[src/rtl/marxkar_jtag.sv]
// marxkar_jtag: IEEE 1149.1-style TAP controller for a TinyTapeout tile.
// The JTAG pins arrive on ui_in and are oversampled by clk, so every flop
// runs in the clk domain and TCK edges are detected from synchronised samples.
// Instructions: IDCODE (0001), USER (0010); every other code is BYPASS.
`timescale 1ns/1ps

module marxkar_jtag #(
    parameter logic [31:0] IDCODE_VAL = 32'h4A54_4147,
    parameter int          IR_LEN     = 4
) (
    input  logic       clk,
    input  logic       rst_n,
    input  logic       ena,
    input  logic [7:0] ui_in,
    output logic [7:0] uo_out,
    input  logic [7:0] uio_in,
    output logic [7:0] uio_out,
    output logic [7:0] uio_oe
);

    // State encodings double as the code shown on uo_out[4:1]
    typedef enum logic [3:0] {
        TLR      = 4'hF,
        RTI      = 4'hC,
        SEL_DR   = 4'h7,
        CAP_DR   = 4'h6,
        SH_DR    = 4'h2,
        EX1_DR   = 4'h1,
        PAUSE_DR = 4'h3,
        EX2_DR   = 4'h0,
        UPD_DR   = 4'h5,
        SEL_IR   = 4'h4,
        CAP_IR   = 4'hE,
        SH_IR    = 4'hA,
        EX1_IR   = 4'h9,
        PAUSE_IR = 4'hB,
        EX2_IR   = 4'h8,
        UPD_IR   = 4'hD
    } tap_state_t;

    localparam logic [IR_LEN-1:0] IR_IDCODE  = 4'b0001;
    localparam logic [IR_LEN-1:0] IR_USER    = 4'b0010;
    localparam logic [IR_LEN-1:0] IR_CAPTURE = 4'b0101;

    // Synchroniser stages; tck_prev remembers the last synced TCK level
    logic tck_s1, tck_s2, tck_prev;
    logic tms_s1, tms_s2;
    logic tdi_s1, tdi_s2;
    logic trst_s1, trst_s2;

    logic tck_rise;
    logic tck_fall;

    // TAP state and registers
    tap_state_t        state;
    tap_state_t        next_state;
    logic [IR_LEN-1:0] ir;
    logic [IR_LEN-1:0] ir_shift;
    logic [31:0]       idcode_sr;
    logic              bypass_sr;
    logic [7:0]        user_sr;
    logic [7:0]        user_upd;
    logic              tdo;

    logic sel_idcode;
    logic sel_user;
    logic dr_lsb;

    // The tile enable, bidir inputs and upper ui_in bits carry no function
    logic unused_inputs;
    assign unused_inputs = &{1'b0, ena, uio_in, ui_in[7:4]};

    // All four pins share the same depth so TMS/TDI stay aligned with TCK
    always_ff @(posedge clk or negedge rst_n) begin
        if (!rst_n) begin
            tck_s1   <= 1'b0;
            tck_s2   <= 1'b0;
            tck_prev <= 1'b0;
            tms_s1   <= 1'b0;
            tms_s2   <= 1'b0;
            tdi_s1   <= 1'b0;
            tdi_s2   <= 1'b0;
            trst_s1  <= 1'b1;
            trst_s2  <= 1'b1;
        end else begin
            tck_s1   <= ui_in[0];
            tck_s2   <= tck_s1;
            tck_prev <= tck_s2;
            tms_s1   <= ui_in[1];
            tms_s2   <= tms_s1;
            tdi_s1   <= ui_in[2];
            tdi_s2   <= tdi_s1;
            trst_s1  <= ui_in[3];
            trst_s2  <= trst_s1;
        end
    end

    assign tck_rise = tck_s2 & ~tck_prev;
    assign tck_fall = ~tck_s2 & tck_prev;

    assign sel_idcode = (ir == IR_IDCODE);
    assign sel_user   = (ir == IR_USER);
    assign dr_lsb     = sel_idcode ? idcode_sr[0] :
                        sel_user   ? user_sr[0]   : bypass_sr;

    // Standard 16-state TAP transition table, evaluated with the synced TMS
    always_comb begin
        next_state = TLR;
        case (state)
            TLR:      next_state = tms_s2 ? TLR      : RTI;
            RTI:      next_state = tms_s2 ? SEL_DR   : RTI;
            SEL_DR:   next_state = tms_s2 ? SEL_IR   : CAP_DR;
            CAP_DR:   next_state = tms_s2 ? EX1_DR   : SH_DR;
            SH_DR:    next_state = tms_s2 ? EX1_DR   : SH_DR;
            EX1_DR:   next_state = tms_s2 ? UPD_DR   : PAUSE_DR;
            PAUSE_DR: next_state = tms_s2 ? EX2_DR   : PAUSE_DR;
            EX2_DR:   next_state = tms_s2 ? UPD_DR   : SH_DR;
            UPD_DR:   next_state = tms_s2 ? SEL_DR   : RTI;
            SEL_IR:   next_state = tms_s2 ? TLR      : CAP_IR;
            CAP_IR:   next_state = tms_s2 ? EX1_IR   : SH_IR;
            SH_IR:    next_state = tms_s2 ? EX1_IR   : SH_IR;
            EX1_IR:   next_state = tms_s2 ? UPD_IR   : PAUSE_IR;
            PAUSE_IR: next_state = tms_s2 ? EX2_IR   : PAUSE_IR;
            EX2_IR:   next_state = tms_s2 ? UPD_IR   : SH_IR;
            UPD_IR:   next_state = tms_s2 ? SEL_DR   : RTI;
            default:  next_state = TLR;
        endcase
    end

    // TAP engine: TRST wins, TCK rise moves state and acts on the old state, TCK fall drives TDO
    always_ff @(posedge clk or negedge rst_n) begin
        if (!rst_n) begin
            state     <= TLR;
            ir        <= IR_IDCODE;
            ir_shift  <= '0;
            idcode_sr <= '0;
            bypass_sr <= 1'b0;
            user_sr   <= 8'h00;
            user_upd  <= 8'h00;
            tdo       <= 1'b0;
        end else if (!trst_s2) begin
            state <= TLR;
            ir    <= IR_IDCODE;
        end else if (tck_rise) begin
            state <= next_state;
            case (state)
                CAP_IR: ir_shift <= IR_CAPTURE;
                SH_IR:  ir_shift <= {tdi_s2, ir_shift[IR_LEN-1:1]};
                UPD_IR: ir       <= ir_shift;
                CAP_DR: begin
                    if (sel_idcode) begin
                        idcode_sr <= IDCODE_VAL;
                    end else if (sel_user) begin
                        user_sr <= user_upd;
                    end else begin
                        bypass_sr <= 1'b0;
                    end
                end
                SH_DR: begin
                    if (sel_idcode) begin
                        idcode_sr <= {tdi_s2, idcode_sr[31:1]};
                    end else if (sel_user) begin
                        user_sr <= {tdi_s2, user_sr[7:1]};
                    end else begin
                        bypass_sr <= tdi_s2;
                    end
                end
                UPD_DR: begin
                    if (sel_user) begin
                        user_upd <= user_sr;
                    end
                end
                default: ;
            endcase
            if (next_state == TLR) begin
                ir <= IR_IDCODE;
            end
        end else if (tck_fall) begin
            case (state)
                SH_IR:   tdo <= ir_shift[0];
                SH_DR:   tdo <= dr_lsb;
                default: tdo <= 1'b0;
            endcase
        end
    end

    assign uo_out  = {ir[2:0], state, tdo};
    assign uio_out = user_upd;
    assign uio_oe  = 8'hFF;

endmodule

[config.mk]
export PLATFORM = sky130hd
export DESIGN_NAME = marxkar_jtag
export DESIGN_NICKNAME = d
export VERILOG_FILES = /design/src/rtl/marxkar_jtag.sv
export SDC_FILE = /design/constraint.sdc
export NUM_CORES = 1
export LEC_CHECK = 0
export BUFFER_PORTS_ARGS = -buffer_cell sky130_fd_sc_hd__buf_4
export CORE_ASPECT_RATIO = 0.8
export CORE_MARGIN = 5
export CORE_UTILIZATION = 59
export CTS_BUF_LIST = sky130_fd_sc_hd__clkbuf_8
export DETAILED_ROUTE_END_ITERATION = 8
export GPL_TIMING_DRIVEN = 0
export PLACE_DENSITY = 0.82
export SLEW_MARGIN = 25
export SYNTH_ARGS = -nofsm -noshare
export SYNTH_HDL_FRONTEND = slang
export SYNTH_SLANG_ARGS = --single-unit
[constraint.sdc]
create_clock -name clk -period 2.5 [get_ports clk]
set_input_delay 0.5 -clock clk [delete_from_list [all_inputs] [get_ports clk]]
set_output_delay 0.5 -clock clk [all_outputs]
set_load 0.03 [all_outputs]
* Word-level counts from Yosys, hierarchy flattened
Index checks and enable logic that the tools add are counted.
Cells by class: reduce and logical (&&, ||, !) cells 13, equality and inequality tests 28, bitwise logic cells 5, mux-type cells 36
Operators with widths (count):
- $mux 32 | 2
- $pmux 32 s2 | 1
- $pmux 4 s12 | 1
- $eq 4x4->1 const B | 9
- $mux 8 | 4
- $mux 4 | 7
- $eq 4x3->1 const B | 4
- $ne 2x2->1 const B | 8
- $pmux 8 s2 | 1
- $reduce_and 7->1 | 2
- $eq 4x2->1 const B | 3
- $mux 2 | 6
- $mux 3 | 4
- $eq 4x1->1 const B | 2
- $pmux 4 s2 | 1
- $mux 1 | 7
- $reduce_and 3->1 | 2
- $reduce_and 5->1 | 1
- $logic_not 4->1 | 1
- $pmux 1 s2 | 2
- $reduce_and 4->1 | 1
- $reduce_bool 2->1 | 2
- $reduce_or 2->1 | 2
- $ne 3x1->1 const B | 1
- 5 further kinds | 8
Storage, ports and cells: input port bits 19, output and inout port bits 24, register bits 71, logic and storage cells 99

* Logic depth before layout (Yosys ltp)
Gate-level depths: netlist of the first run.
depth in word-level cells 7, depth in mapped cells 6, gate-level depth less buffers 4

* Worst setup path after synthesis of the first run
Ideal clock, no wire load.
path kind reg-to-reg, start point register ir[0], end point register idcode_sr[0], stages on the path, launching flop included 7, period minus slack after synthesis 1.861 ns, path slack 0.639 ns, arrival 1.742 ns, required time 2.381 ns, setup time 0.119 ns, path buffers 2, cells stage by stage dfstp_2 or4b_4 or3_1 buf_2 buf_6 nand2_1 nand2_1
On the way: longest elaborated chain between the ends 3, elaborated cells on any way between the ends 4, those cells by class eq/ne: 3; reduce/logical: 1
Ends and longest elaborated chain:
- from (decl) | RTL line 57 | logic [IR_LEN-1:0] ir;
- from (signal assigned) | RTL line 149 | UPD_IR: ir <= ir_shift;
- $eq 4x1->1 * | RTL line 101 | assign sel_idcode = (ir == IR_IDCODE);
- $ne 2x2->1 (no line)
- $reduce_and 5->1 (no line) *
- to (signal assigned) | RTL line 161 | idcode_sr <= {tdi_s2, idcode_sr[31:1]};
- to (decl) | RTL line 59 | logic [31:0] idcode_sr;
Every way passes the cells marked *; elsewhere a longest branch is shown, timed or not. A chain may end at the register's enable or synchronous reset.

* Worst setup path after layout of the first run
start point register state[1], end point register idcode_sr[2]
On the way: longest elaborated chain between the ends 3, elaborated cells on any way between the ends 7, those cells by class eq/ne: 4; mux: 1; reduce/logical: 2
Ends and longest elaborated chain:
- from (decl) | RTL line 55 | tap_state_t state;
- from (signal assigned) | RTL line 145 | state <= next_state;
- $eq 4x3->1 or $eq 4x2->1 (tied branches) | RTL line 146 | case (state)
- $ne 2x2->1 (no line) or $reduce_bool 2->1 (tied branches)
- $reduce_and 5->1 (no line)
Parallel ways exist; a longest one is shown, timed or not.

==> out/summary.log, run 1 <==
[run] count of max-cap constraint violations 0
[clocking] total clock buffers created by CTS 9
[global_routing] overflow left after global routing 0
[timing] Max Clock Freq 505 MHz
[setup_path] element type at the critical path end register
[timing] minimum setup slack in the final design 0.519 ns
[clocking] CTS max path bufs 2
[timing] Setup Viol. Count Final 0
[clocking] count of H-tree levels built during CTS 3
[setup_path] R2R Path Start state[1]
[setup_path] worst reg2reg setup slack 0.52 ns
[cells_and_area] register area 1790 sq um
[timing] Worst slew margin 43.2%
[setup_path] Critical Path Most Common Cell sky130_fd_sc_hd__clkbuf_1
[place] HPWL reported at the end of detailed placement 4040 microns
[cells_and_area] share of cells above drive strength 1 20.1%
[setup_path] critical path start-end classification register to register
[global_routing] total routing resource utilization after global routing 19.8%
[place] RePlAce Congestion 0.818
[setup_path] Setup crit start kind register
[logic_synthesis] cell count after synthesis 309
[clocking] clock tree sinks 71
[logic_synthesis] Warnings, synthesis 0
[logic_synthesis] share of synthesized area occupied by flip-flops and latches 57.0%
[clocking] number of resized instances in the post-cts repair step 0
[setup_path] Buf/Inv on CP 2
[route] via count normalized by instance count 5.44
[logic_synthesis] Top FF cell, synth sky130_fd_sc_hd__dfrtp_1
[place] Area after DPL 3390 sq um
[setup_path] worst reg2reg path depth 6
[setup_path] Critical Path AT 2.21 ns
[place] I/O Buffers 21
[global_routing] maximum number of pins on one net before global-route repair 72
[route] via count 2258
[clocking] clock-pin slew on the worst setup and hold paths 0.07 ns
[route] total DRC errors in the routed layout 0
[setup_path] family with the most delay on the worst path simple AND/OR/NAND/NOR gates
[setup_path] Largest stage delay, worst path 0.58 ns
[setup_path] worst-path maximum fanout 10
[timing] final count of pins violating max slew 0
[clocking] root buffer cell sky130_fd_sc_hd__clkbuf_8
[timing] worst clock skew 0.00885 ns
[setup_path] critical path launch point state[1]
[route] antenna-violating nets left 0
[status] outcome finished clean
[timing] RSZ-0062 raised after global routing false
[cells_and_area] post-layout instance area 3600 sq um
[logic_synthesis] per-instance average area after synthesis 10.1 sq um
[power_and_ir_drop] Leakage Power 0.00179 uW
[cells_and_area] number of filler cells placed in the layout 371
[route] First-pass DRT Iterations 4
[die] count of pins on the block boundary 43
[clocking] clock tree from TritonCTS done
[cells_and_area] commonest cells after routing, fill and taps aside 79 x sky130_fd_sc_hd__nand2_1, 64 x sky130_fd_sc_hd__dfrtp_1, 33 x sky130_fd_sc_hd__buf_4
[global_routing] wire length of the first global-routing pass 10600 microns
[setup_path] slowest library cell on the worst path sky130_fd_sc_hd__dfstp_2
[setup_path] capture instance of the worst register-to-register path idcode_sr[2]
[timing] sum of negative setup slack 0 ns
[cells_and_area] Final Non-Filler Cells 415
[die] total core area 5060 sq um
[power_and_ir_drop] power density over the cells 647 nW/um^2
[logic_synthesis] synthesized flop and latch total 71
[logic_synthesis] number of distinct library cells after synthesis 47
[setup_path] Data required, critical path 2.72 ns
[cells_and_area] commonest non-fill, non-tap cell in the layout sky130_fd_sc_hd__nand2_1
[cells_and_area] signed area change from the synthesized netlist to the final layout 15.1%
[cells_and_area] diodes inserted 0
[route] 1st-iter DRT viols 135
[global_routing] via count of the first global-routing pass 2293
[timing] crit share post-route 79.3%
[die] number of rows in the core area 23
[timing] final critical delay including setup and external delays 1.98 ns
[logic_synthesis] count of flip-flops with a built-in enable after synthesis 0
[die] die outline area 6870 sq um
[logic_synthesis] share of synthesized flip-flops with an asynchronous set or reset 100%
[die] horizontal extent of the die 91.4 microns
[cells_and_area] Nets 367
[route] detailed-route wire length 6030 microns
[timing] Tightest Pin Transition 0.852 ns
[clocking] source-to-sink clock delay at the later pin of the worst-skew pair 0.34 ns
[place] Cells after DPL 399
[cells_and_area] area of the multi-input gates 1160 sq um
[power_and_ir_drop] Max IR drop VDD 0.597 mV
[clocking] number of buffers inserted by post-CTS setup repair 0
[clocking] count of hold buffers inserted by post-cts repair 0
[route] Routed wire per std cell 14.5 microns
[hold_path] class of the tightest hold or removal check input pin to asynchronous set/reset pin
[logic_synthesis] post-synthesis instance area 3130 sq um
[timing] number of failing hold endpoints at the final stage 0
[die] die height 75.2 microns
[setup_path] CP cell instances nand2b_1 > or3_1 > clkbuf_1 > clkbuf_1 > o21ai_1 > nand2_1
[global_routing] number of antenna violations at the first check in global routing 0
[die] Initial Utilization 61.8%
[place] Placement Setup Slack 0.544 ns
-- state kept, by name, indices dropped and copies added (netlist names) --
register,flops
ir_shift,4
idcode_sr,32
ir,4
trst_s2,1
trst_s1,1
bypass_sr,1
tck_s1,1
tck_prev,1
user_sr,8
tdi_s1,1
uio_out,8
state,4
tms_s1,1
tdi_s2,1
tck_s2,1
tdo,1
tms_s2,1
-- power by group --
group | switching (uW) | leakage, uW | internal, uW
clock network | 421 | 0.000112 | 556
registers | 25.2 | 0.000946 | 1180
logic | 96.4 | 0.000736 | 50.2
total | 542 | 0.00179 | 1790
-- stage by stage --
step	utilization, %	hold WS (ns)	total power (uW)
global placement	67.0	0.333	1370
CTS	71.2	0.245	2350
finish	71.2	0.260	2330
global route	71.2	0.232	2430
floorplan	-	0.204	1320
detailed placement	67.0	0.336	1380
-- cell usage after synthesis (all sizes together), types with 2 or more instances --
master,n,area [sq um]
o31ai,2,20.0
nor4b,2,23.8
dfstp,7,184
a31oi,2,12.5
clkbuf,10,37.5
mux2i,9,90.1
nand3,20,100
inv,3,11.3
or3,2,12.5
nand2,79,297
nor3,5,41.3
nand3b,3,22.5
a21boi,4,30.0
buf,22,158
dfrtp,64,1600
nand2b,3,18.8
a21oi,6,30.0
nor2,8,30.0
mux2,9,101
nor2b,3,18.8
o21ai,29,145
-- layer usage --
metal / vias to the layer above / routed length, microns / GRT usage, %
li1: 1105 / - / -
met1: 1099 / 2690 / 23.9
met2: 43 / 2960 / 33.4
met3: 11 / 284 / 7.09
met4: 0 / 93 / 7.33
met5: - / 0 / 0
-- area by class of cell --
cell class | instances | share of cell area [%]
inverters | 3 | 0.312
clock buffers | 9 | 3.44
plain buffers | 32 | 5.41
clock inverters | 7 | 2.46
repair buffers | 21 | 4.37
multi-input cells | 210 | 32.3
well taps | 62 | 2.15
flip-flops and latches | 71 | 49.5
-- worst max path at each step --
stage,endpoint,slack (ns),depth (start not counted)
after global routing,idcode_sr[2],0.35,6
after detailed placement,idcode_sr[23],0.54,6
after global placement,idcode_sr[27],0.56,6
final,idcode_sr[2],0.52,6
after CTS,idcode_sr[0],0.51,6
after floorplan,idcode_sr[0],0.64,6
-- kinds of logic after synthesis --
kind of cell	count (synthesis)	synth area share [%]
flops	71	57.0
compound gates	49	9.23
xor+xnor	1	0.280
mux	18	6.12
other cells	1	0.120
buf+inv	35	6.59
simple gates	134	20.6
(Power assumes the default switching activity.)
==> run 2, diff against run 1 <==
- clock period: 2.5 -> 2 ns (I/O delays scaled with it)
==> out/summary.log, run 2 (same netlist as run 1, synthesis figures left out) <==
[status] outcome finished clean
[run] count of max-cap constraint violations 0 [unchanged]
[clocking] clock tree from TritonCTS done
[route] via count 2264 [+0.27%]
[clocking] clock-pin slew on the worst setup and hold paths 0.07 ns [about the same]
[setup_path] worst-path maximum fanout 10 [unchanged]
[route] via count normalized by instance count 5.43 [-0.22%]
[timing] number of failing hold endpoints at the final stage 0 [unchanged]
[cells_and_area] number of filler cells placed in the layout 369 [-0.54%]
[power_and_ir_drop] power density over the cells 798 nW/um^2 [+23%]
[timing] crit share post-route 98.0% [+19 points]
[route] First-pass DRT Iterations 4 [unchanged]
[global_routing] layer carrying the most global-route usage met2
[global_routing] M2 GR Usage 33.4% [unchanged]
[setup_path] critical path start-end classification register to register
[cells_and_area] register area 1790 sq um [unchanged]
[route] Routed wire per std cell 14.8 microns [+1.5%]
[cells_and_area] share of cells above drive strength 1 22.8% [+2.7 points]
[route] antenna-violating nets left 0 [unchanged]
[timing] Max Clock Freq 510 MHz [+1.0%]
[clocking] CTS max path bufs 2 [unchanged]
[timing] Worst slew margin 42.9% [-0.24 points]
[place] I/O Buffers 21 [unchanged]
[setup_path] CP cell instances or4b_4 > or3_4 > buf_6 > buf_8 > nand2_1 > nand2_1
[clocking] root buffer cell sky130_fd_sc_hd__clkbuf_8
[power_and_ir_drop] Max IR drop VDD 0.748 mV [+25%]
[cells_and_area] Biggest register idcode_sr
[setup_path] Critical Path AT 2.19 ns [-0.02 ns]
[die] die outline area 6870 sq um [unchanged]
[die] total core area 5060 sq um [unchanged]
[cells_and_area] commonest non-fill, non-tap cell in the layout sky130_fd_sc_hd__nand2_1
[global_routing] maximum number of pins on one net before global-route repair 72 [unchanged]
[timing] Setup Viol. Count Final 0 [unchanged]
[setup_path] Critical Path Most Common Cell sky130_fd_sc_hd__nand2_1
[setup_path] slowest library cell on the worst path sky130_fd_sc_hd__dfstp_2
[die] Initial Utilization 61.8% [unchanged]
[setup_path] Largest stage delay, worst path 0.58 ns [about the same]
[cells_and_area] commonest cells after routing, fill and taps aside 76 x sky130_fd_sc_hd__nand2_1, 64 x sky130_fd_sc_hd__dfrtp_1, 34 x sky130_fd_sc_hd__buf_4
[die] count of pins on the block boundary 43 [unchanged]
[power_and_ir_drop] Leakage Power 0.00182 uW [+1.7%]
[clocking] total clock buffers created by CTS 9 [unchanged]
[timing] worst clock skew 0.00866 ns [-0.000194 ns]
[place] HPWL reported at the end of detailed placement 4040 microns [unchanged]
[setup_path] element type at the critical path end register
[global_routing] total routing resource utilization after global routing 19.8% [unchanged]
[global_routing] number of antenna violations at the first check in global routing 0 [unchanged]
[setup_path] Data required, critical path 2.23 ns [-0.49 ns]
[cells_and_area] diodes inserted 0 [unchanged]
[clocking] clock tree sinks 71 [unchanged]
[route] detailed-route wire length 6150 microns [+2.0%]
[die] number of rows in the core area 23 [unchanged]
[cells_and_area] area of the multi-input gates 1180 sq um [+1.3%]
[global_routing] overflow left after global routing 0 [unchanged]
[hold_path] class of the tightest hold or removal check input pin to asynchronous set/reset pin
[cells_and_area] Final Non-Filler Cells 417 [+0.48%]
[clocking] source-to-sink clock delay at the later pin of the worst-skew pair 0.34 ns [about the same]
[cells_and_area] Largest register FFs 32 [unchanged]
[die] die height 75.2 microns [unchanged]
[die] horizontal extent of the die 91.4 microns [unchanged]
[timing] final critical delay including setup and external delays 1.96 ns [-0.0204 ns]
[cells_and_area] Nets 369 [+0.54%]
[global_routing] M3 GR Usage 7.09% [unchanged]
[timing] Tightest Pin Transition 0.856 ns [+0.00362 ns]
[timing] worst hold slack across all endpoints 0.161 ns [-0.0995 ns]
[clocking] count of hold buffers inserted by post-cts repair 0 [unchanged]
[setup_path] Setup crit start kind register
[global_routing] global-route track usage on met1 23.9% [unchanged]
[place] RePlAce Congestion 0.818 [unchanged]
[route] total DRC errors in the routed layout 0 [unchanged]
[route] 1st-iter DRT viols 134 [-0.74%]
[timing] final count of pins violating max slew 0 [unchanged]
[global_routing] wire length of the first global-routing pass 10600 microns [unchanged]
[place] Cells after DPL 399 [unchanged]
[clocking] count of H-tree levels built during CTS 3 [unchanged]
[cells_and_area] signed area change from the synthesized netlist to the final layout 16.9%
[global_routing] via count of the first global-routing pass 2293 [unchanged]
-- run 2: cell count changes in the layout (fill, tap and decap cells not counted), sizes merged --
cell    delta
buf        +3
clkbuf     -1
-- run 2: layout make-up --
type,instances,share of cell area [%]
inverter,3,0.308
timing repair buffer,23,5.06
sequential,71,48.8
clock buffer,9,3.38
tap,62,2.12
multi-input combinational,210,32.2
clock inverter,7,2.43
buffer,32,5.71
-- run 2: path summary, 6_finish.rpt --
path	from	end	slack (ns)	cells after the start
setup / recovery	ir[0]	idcode_sr[6]	0.04	6
hold / removal	rst_n	user_sr[2]	0.16	1
setup reg to reg	ir[0]	idcode_sr[6]	0.04	6
hold reg to reg	tck_s1	tck_s2	0.35	0
max in group asynchronous	rst_n	ir[1]	1.27	1
min in group clk	ui_in[3]	trst_s1	0.16	1
-- run 2: critical path: cells and delay by family (launching register included) --
| kind | cells | cell delay (ns) |
|---|---|---|
| buf+inv | 2 | 0.27 |
| simple gates | 4 | 1.00 |
| flops | 1 | 0.58 |
-- run 2: through the flow --
step           utilization, %  setup WS, ns  TNS (ns)  total power, uW  instance area [sq um]
3_3_place_gp             67.0        0.0641         0             1710                   3390
4_1_cts                  71.2        0.0128         0             2940                   3600
2_1_floorplan               -         0.139         0             1650                   3160
5_1_grt                  72.3       -0.0246   -0.0707             3040                   3660
6_report                 72.3        0.0391         0             2920                   3660
3_5_place_dp             67.0        0.0440         0             1720                   3390
-- run 2: routing by layer --
metal | wire [microns] | vias up
met5 | 0 | -
met4 | 116 | 0
met1 | 2730 | 1102
met2 | 3040 | 45
li1 | - | 1104
met3 | 270 | 13
-- run 2: what timing repair did --
item	4_1_cts	5_1_grt
resized for setup	0	16
setup endpoints to repair	0	40
setup buffers	0	2
-- run 2: where the power goes --
part	leakage (uW)	internal [uW]	switching, uW	total (uW)
logic	0.000766	64.1	121	185
clock network	0.000112	695	530	1230
registers	0.000946	1480	32.3	1510
